$ cat src/rtl/csr_pkg.sv
// Shared register map, STATUS bit positions and sequencer state encoding
// for the CSR shadow bank.
package csr_pkg;

    localparam int unsigned REG_CMD    = 0;
    localparam int unsigned REG_STATUS = 1;
    localparam int unsigned REG_IRQ_EN = 2;
    localparam int unsigned REG_PERF   = 3;
    localparam int unsigned REG_CFG0   = 4;

    localparam int unsigned ST_DONE = 0;
    localparam int unsigned ST_BUSY = 1;
    localparam int unsigned ST_PEND = 2;
    localparam int unsigned ST_ERR  = 3;

    typedef enum logic [1:0] {
        S_IDLE   = 2'd0,
        S_LAUNCH = 2'd1,
        S_BUSY   = 2'd2
    } csr_state_e;

endpackage

$ cat src/rtl/csr_perf_counter.sv
// 32-bit saturating cycle counter with a load that overrides the increment.
module csr_perf_counter (
    input  logic        clk,
    input  logic        rst,
    input  logic        load,
    input  logic [31:0] load_val,
    input  logic        inc,
    output logic [31:0] count
);

    always_ff @(posedge clk) begin
        if (rst) begin
            count <= '0;
        end else if (load) begin
            count <= load_val;
        end else if (inc && (count != '1)) begin
            count <= count + 32'd1;
        end
    end

endmodule

$ cat src/rtl/csr_shadow_bank.sv
// CSR bank with shadowed config registers committed to cfg_active at each
// operation launch, plus a one-deep pending command slot.
//
//   state    | meaning
//   S_IDLE   | no operation running, waiting for a valid CMD
//   S_LAUNCH | shadows just committed; op_start pulses on the next cycle
//   S_BUSY   | waiting for op_done of the running op
module csr_shadow_bank
    import csr_pkg::*;
#(
    parameter int REG_NUM = 32,
    parameter int ADDR_W  = 5,
    parameter int NUM_OP  = 8
) (
    input  logic                      clk,
    input  logic                      rst,
    input  logic                      csb2csr_req_vld,
    output logic                      csb2csr_req_rdy,
    input  logic [ADDR_W+32:0]        csb2csr_req_pd,
    output logic                      csr2csb_resp_vld,
    output logic [31:0]               csr2csb_resp_pd,
    output logic [NUM_OP-1:0]         op_start,
    input  logic [NUM_OP-1:0]         op_done,
    output logic [32*(REG_NUM-4)-1:0] cfg_active,
    output logic                      irq
);

    localparam int NCFG = REG_NUM - 4;
    localparam int OPW  = (NUM_OP > 1) ? $clog2(NUM_OP) : 1;

    logic              req_wr;
    logic [31:0]       wdata;
    logic [ADDR_W-1:0] addr;
    logic [31:0]       addr_u;

    csr_state_e        state;
    logic [31:0]       shadow [NCFG];
    logic [OPW-1:0]    cur_op, pend_op, cmd_idx;
    logic              pend_vld, error, done_sticky, irq_en, busy;
    logic [31:0]       perf_cnt, rd_data;
    logic              wr_acc, rd_acc, cmd_wr, cmd_ok, cmd_bad, done_acc;
    logic              perf_ld, commit, cmd_full, cmd_to_pend;

    assign req_wr = csb2csr_req_pd[ADDR_W+32];
    assign wdata  = csb2csr_req_pd[ADDR_W+31:ADDR_W];
    assign addr   = csb2csr_req_pd[ADDR_W-1:0];
    assign addr_u = 32'(addr);

    assign csb2csr_req_rdy = 1'b1;
    assign wr_acc   = csb2csr_req_vld & req_wr;
    assign rd_acc   = csb2csr_req_vld & ~req_wr;
    assign cmd_wr   = wr_acc && (addr_u == REG_CMD);
    assign cmd_ok   = cmd_wr && $onehot(wdata[NUM_OP-1:0]);
    assign cmd_bad  = cmd_wr && !$onehot(wdata[NUM_OP-1:0]);
    assign busy     = (state != S_IDLE);
    assign done_acc = (state == S_BUSY) && op_done[cur_op];
    assign perf_ld  = wr_acc && (addr_u == REG_PERF);
    assign irq      = done_sticky & irq_en;

    // A CMD arriving with the running op's done and an empty slot launches directly.
    assign commit      = ((state == S_IDLE) && cmd_ok) || (done_acc && (pend_vld || cmd_ok));
    assign cmd_full    = cmd_ok && busy && pend_vld;
    assign cmd_to_pend = cmd_ok && busy && !pend_vld && !done_acc;

    always_comb begin
        cmd_idx = '0;
        for (int i = 0; i < NUM_OP; i++) begin
            if (wdata[i]) cmd_idx = OPW'(i);
        end
    end

    always_comb begin
        rd_data = '0;
        if (addr_u == REG_STATUS) begin
            rd_data = {28'b0, error, pend_vld, busy, done_sticky};
        end else if (addr_u == REG_IRQ_EN) begin
            rd_data = {31'b0, irq_en};
        end else if (addr_u == REG_PERF) begin
            rd_data = perf_cnt;
        end else begin
            for (int k = 0; k < NCFG; k++) begin
                if (addr_u == (REG_CFG0 + k)) rd_data = shadow[k];
            end
        end
    end

    always_ff @(posedge clk) begin
        if (rst) begin
            state       <= S_IDLE;
            cur_op      <= '0;
            pend_op     <= '0;
            pend_vld    <= 1'b0;
            error       <= 1'b0;
            done_sticky <= 1'b0;
            op_start    <= '0;
        end else begin
            op_start <= '0;
            if (wr_acc && (addr_u == REG_STATUS)) begin
                if (wdata[ST_DONE]) done_sticky <= 1'b0;
                if (wdata[ST_ERR])  error       <= 1'b0;
            end
            if (cmd_bad || cmd_full) error <= 1'b1;
            if (cmd_to_pend) begin
                pend_vld <= 1'b1;
                pend_op  <= cmd_idx;
            end
            case (state)
                S_IDLE: begin
                    if (cmd_ok) begin
                        cur_op <= cmd_idx;
                        state  <= S_LAUNCH;
                    end
                end
                S_LAUNCH: begin
                    op_start <= NUM_OP'(1) << cur_op;
                    state    <= S_BUSY;
                end
                S_BUSY: begin
                    if (done_acc) begin
                        done_sticky <= 1'b1;
                        if (pend_vld) begin
                            cur_op   <= pend_op;
                            pend_vld <= 1'b0;
                            state    <= S_LAUNCH;
                        end else if (cmd_ok) begin
                            cur_op <= cmd_idx;
                            state  <= S_LAUNCH;
                        end else begin
                            state <= S_IDLE;
                        end
                    end
                end
                default: state <= S_IDLE;
            endcase
        end
    end

    always_ff @(posedge clk) begin
        if (rst) begin
            irq_en           <= 1'b0;
            csr2csb_resp_vld <= 1'b0;
            csr2csb_resp_pd  <= '0;
            cfg_active       <= '0;
            for (int k = 0; k < NCFG; k++) shadow[k] <= '0;
        end else begin
            csr2csb_resp_vld <= rd_acc;
            if (rd_acc) csr2csb_resp_pd <= rd_data;
            if (wr_acc && (addr_u == REG_IRQ_EN)) irq_en <= wdata[0];
            for (int k = 0; k < NCFG; k++) begin
                if (wr_acc && (addr_u == (REG_CFG0 + k))) shadow[k] <= wdata;
                if (commit) cfg_active[32*k +: 32] <= shadow[k];
            end
        end
    end

    csr_perf_counter u_perf (
        .clk      (clk),
        .rst      (rst),
        .load     (perf_ld),
        .load_val (wdata),
        .inc      (busy),
        .count    (perf_cnt)
    );

endmodule
$ cat config.mk
export PLATFORM = sky130hd
export DESIGN_NAME = csr_shadow_bank
export DESIGN_NICKNAME = d
export VERILOG_FILES = /design/src/rtl/csr_pkg.sv /design/src/rtl/csr_perf_counter.sv /design/src/rtl/csr_shadow_bank.sv
export SDC_FILE = /design/constraint.sdc
export NUM_CORES = 2
export LEC_CHECK = 0
export ABC_AREA = 0
export CAP_MARGIN = 10
export CORE_MARGIN = 1
export CORE_UTILIZATION = 49
export CTS_CLUSTER_DIAMETER = 120
export DETAILED_ROUTE_END_ITERATION = 16
export PLACE_DENSITY = 0.72
export REMOVE_ABC_BUFFERS = 1
export SLEW_MARGIN = 10
export SYNTH_ARGS = -nofsm -noshare
export SYNTH_HDL_FRONTEND = slang
export SYNTH_SLANG_ARGS = --single-unit
export TNS_END_PERCENT = 100
$ cat constraint.sdc
create_clock -name clk -period 6.7 [get_ports clk]
set_input_delay 0.67 -clock clk [delete_from_list [all_inputs] [get_ports clk]]
set_output_delay 0.67 -clock clk [all_outputs]
set_load 0.1 [all_outputs]
==> flow_summary.toml <==
[run_status]
status = "finished clean"

[final_layout]
area_growth_pct = 24.6
stdcell_count = 10200
drive_gt1_share_pct = 8.10
nets = 8162
fillers = 12400

[setup_path]
worstPathArrival_ns = 5.99
endpoint = "cfg_active[12]$_SDFFE_PP0P_"
critical_path_required_ns = 7.48
path_cells = "clkdlybuf4s50_1 -> fa_1 -> inv_1 -> fa_1 -> fa_1 -> inv_1 -> ha_1 -> inv_1 -> fa_1 -> nor2_1 -> a31oi_1 -> or3_1 -> a21boi_4 -> buf_12 -> buf_12 -> nand2_1 -> a21oi_1"
crit_top_cell = "fa_1"
cp_num_buf_inv = 6
timing.rr.start = "cur_op[0]$_SDFFE_PP0P_"
r2r_end = "cfg_active[282]$_SDFFE_PP0P_"
cp-startpoint = "csb2csr_req_pd[5]"
critical_path_depth = 17
r2r_setup_slack_ns = 3.25
critPathKind = "input port to flop"
critPathLaunchType = "input port"
critical_path.endpoint_type = "flop"
rr_worst_depth = 6
crit_family = "adder cells"
critical-path-max-stage-delay_ns = 0.80
crit_slowest_cell = "a21boi_4"
crit_fanout = 61

[placed_design]
dpl.cell_count = 9846
pre_cts_ws_ns = 0.756
place.gp.congestion = 1.01
dp_hpwl_um = 229000
portBuffers = 986

[sta]
fin_crit_ns = 5.22
rsz0062_at_grt = "false"
worst_slack_ns = 1.48
fin_setup_tns_ns = 0
period_share_pct = 77.9
finalHoldViolCount = 0
setup_violations = 0
final-max-slew-violation-count = 0
fmax_mhz = 192
relSlewSlack_pct = 15.9
clock_skew_ns = 0.0351
worstMarginPinSlew_ns = 1.26
hold_slack_ns = 0.239

[pwr]
p_clk_share_pct = 43.7
finalPower_mw = 25.2
pwr-share-comb_pct = 6.0
seqPwrFrac_pct = 50.3
power_density_mw_per_mm2 = 278
p_sw_mw = 6.18
swShare_pct = 24.5
p_int_mw = 19.1
p_leak_nw = 29.9
vdd_drop_max_uv = 218

[synthesis]
syn_area_mm2 = 0.0728
async_flop_share_pct = 0
syn_inst = 7322
yosys.cell_types.count = 92
seq_area_frac_synth_pct = 63.9
synth_edf_count = 896
synth_seq_cells = 1877
ys.flop_type = "dfxtp_1"
syn_avg_cell_area_um2 = 9.95
yosysWarnings = 0

[die]
coreArea_mm2 = 0.148
dieArea_mm2 = 0.150
rows = 141
dieWidth_um = 388
die_y_um = 388
start_util_pct = 49.3
io_pins = 988

[grt]
grt_max_degree = 191
grt_antenna_before_repair = 40
grt_overflow = 0
grt_usage_pct = 42.6
grt_pass1_wl_um = 453000
grt_pass1_vias = 60900

[clock_network]
cts.htree.levels = 4
root_buffer = "clkbuf_16"
cts_hold_buf = 0
cts_setup_buffers = 0
clk_pin_slew_ns = 0.06
cts.sinks = 1877
cts_buffers = 187
clock_path_buffers = 3
clk_latency_ns = 0.86
cts_tree = "done"
cts_resized = 0

[routing]
drt_wl_total_um = 331000
post_drt_wl_per_cell_um = 32.4
vias = 65000
first_pass_iters = 6
drc = 0
ant_nets = 0
dr.first_iter.drc_count = 10200
drt-vias-per-instance = 6.36

[hold_path]
hold_path.class = "input port to flop"

[flow_run]
maxCapViolations = 0
worst min path at each step:
stage / startpoint / to / slack (ns) / cells past startpoint
floorplan: done_sticky$_SDFF_PP0_ / done_sticky$_SDFF_PP0_ / 0.43 / 2
global placement: cfg_active[553]$_SDFFE_PP0P_ / cfg_active[553]$_SDFFE_PP0P_ / 0.44 / 2
detailed placement: cfg_active[553]$_SDFFE_PP0P_ / cfg_active[553]$_SDFFE_PP0P_ / 0.45 / 2
CTS: rst / cfg_active[154]$_SDFFE_PP0P_ / 0.23 / 2
global route: rst / cfg_active[154]$_SDFFE_PP0P_ / 0.24 / 2
finish: rst / cfg_active[154]$_SDFFE_PP0P_ / 0.24 / 2
worst reg2reg max path: stages, from the launching register on:
cell	delay, ns
dfxtp_1	0.52
mux4_2	0.54
mux2i_1	0.42
a221o_4	0.64
buf_4	0.87
nand2_1	0.20
a21oi_1	0.19
state kept, by name (all words and copies together), names as in the netlist, 2 cells and up:
name and count:
pend_op 3, u_perf.count 32, cur_op 3, cfg_active 896
op_start 8, shadow 896, state 2, csr2csb_resp_pd 32
metal layers:
metal	wire length, µm	vias to the layer above	global-route usage, %
met2	144000	5397	64.0
met4	24300	30	27.1
li1	-	26900	-
met5	195	-	0
met1	114000	31500	52.4
met3	48100	1110	14.6
synthesized netlist by cell type, types with 8 or more instances:
| library cell | n | area, µm² |
|---|---|---|
| nand2_1 | 1960 | 7360 |
| a21oi_1 | 992 | 4960 |
| dfxtp_1 | 981 | 19600 |
| edfxtp_1 | 896 | 26900 |
| nor2_1 | 733 | 2750 |
| clkbuf_1 | 339 | 1270 |
| buf_2 | 172 | 861 |
| o21ai_0 | 136 | 681 |
| a22oi_1 | 134 | 1010 |
| nand2b_1 | 67 | 419 |
| nand3_1 | 64 | 320 |
| a221oi_1 | 53 | 464 |
| and3_1 | 53 | 332 |
| inv_1 | 53 | 199 |
| buf_6 | 51 | 574 |
| o22ai_1 | 40 | 250 |
| nor3_1 | 38 | 190 |
| o21a_1 | 30 | 225 |
| a221o_1 | 29 | 290 |
| nand4_1 | 26 | 163 |
| buf_4 | 24 | 180 |
| a211oi_1 | 23 | 173 |
| a31oi_1 | 22 | 138 |
| a222oi_1 | 21 | 210 |
| mux2i_1 | 20 | 200 |
| nor2b_1 | 20 | 125 |
| o2bb2ai_1 | 19 | 166 |
| or3_1 | 19 | 119 |
| a21o_1 | 18 | 135 |
| xor2_1 | 18 | 158 |
| a22o_1 | 17 | 149 |
| o221ai_1 | 15 | 131 |
| nor4_1 | 13 | 81.3 |
| o31ai_1 | 13 | 97.6 |
| xnor2_1 | 13 | 114 |
| buf_1 | 12 | 45.0 |
| a2111oi_0 | 11 | 96.3 |
| o22a_1 | 11 | 96.3 |
| and4_1 | 10 | 87.6 |
| o311a_1 | 9 | 90.1 |
| o32ai_1 | 8 | 70.1 |
stage by stage:
step           instance area (µm²)  util [%]
3_5_place_dp                 84200      57.0
5_1_grt                      90700      61.4
2_1_floorplan                69900         -
6_report                     90800      61.5
4_1_cts                      90700      61.4
3_3_place_gp                 84200      57.0
power groups by stage:
stage          sequential [mW]  combinational (mW)  clock (mW)
6_report                  12.7                1.52        11.0
4_1_cts                   12.7                1.44        11.0
3_5_place_dp              12.9                1.44           0
3_3_place_gp              12.9                1.43           0
2_1_floorplan             13.0               0.486           0
5_1_grt                   12.7                1.51        11.5
area by class of cell:
| type | instances | area [µm²] | area share [%] |
|---|---|---|---|
| clock inverters | 77 | 887 | 0.978 |
| repair buffers | 1192 | 11600 | 12.8 |
| multi-input cells | 4792 | 23500 | 25.9 |
| well taps | 1930 | 2410 | 2.66 |
| diodes | 17 | 42.5 | 0.0469 |
| flip-flops and latches | 1877 | 46500 | 51.3 |
| clock buffers | 275 | 5580 | 6.15 |
| inverters | 55 | 206 | 0.227 |
logic make-up (layout without fill, tap and decap cells):
logic type               after synthesis  in the layout  share of synthesized area (%)
multiplexers                          27             27                          0.429
AND/OR/NAND/NOR                     3062           3062                           17.1
flip-flops                          1877           1877                           63.9
other                                  1             18                        0.00515
buffers and inverters                653           1599                           4.31
adder cells (fa/ha/maj)                8              8                          0.179
AO/OA/AOI/OAI                       1663           1663                           13.7
XOR/XNOR                              31             31                          0.373
layout by cell type (no fill, tap or decap), types with 14 or more instances in the layout:
cell type        instances
diode_2                 17
clkdlybuf4s50_1        953
o221ai_1                15
clkbuf_8                35
a21oi_1                992
a22o_1                  17
nor3_1                  36
bufinv_16               14
dfxtp_1                981
clkinv_2                30
nand2_2                 14
xor2_1                  18
nand2b_1                43
nand2b_2                20
clkbuf_1                41
nand4_1                 26
o2bb2ai_1               19
a22oi_1                134
buf_4                  216
and3_1                  53
edfxtp_1               896
a31oi_1                 22
a211oi_1                23
o21a_1                  30
nor2_4                  18
nand2_1               1947
mux2i_1                 20
or3_1                   19
a221oi_1                53
clkbuf_16              197
nor2_1                 714
buf_12                  19
nand3_1                 63
o21ai_0                135
o22ai_1                 40
a221o_1                 28
a222oi_1                21
inv_1                   53
No activity file was read; power rests on OpenSTA's default activity.
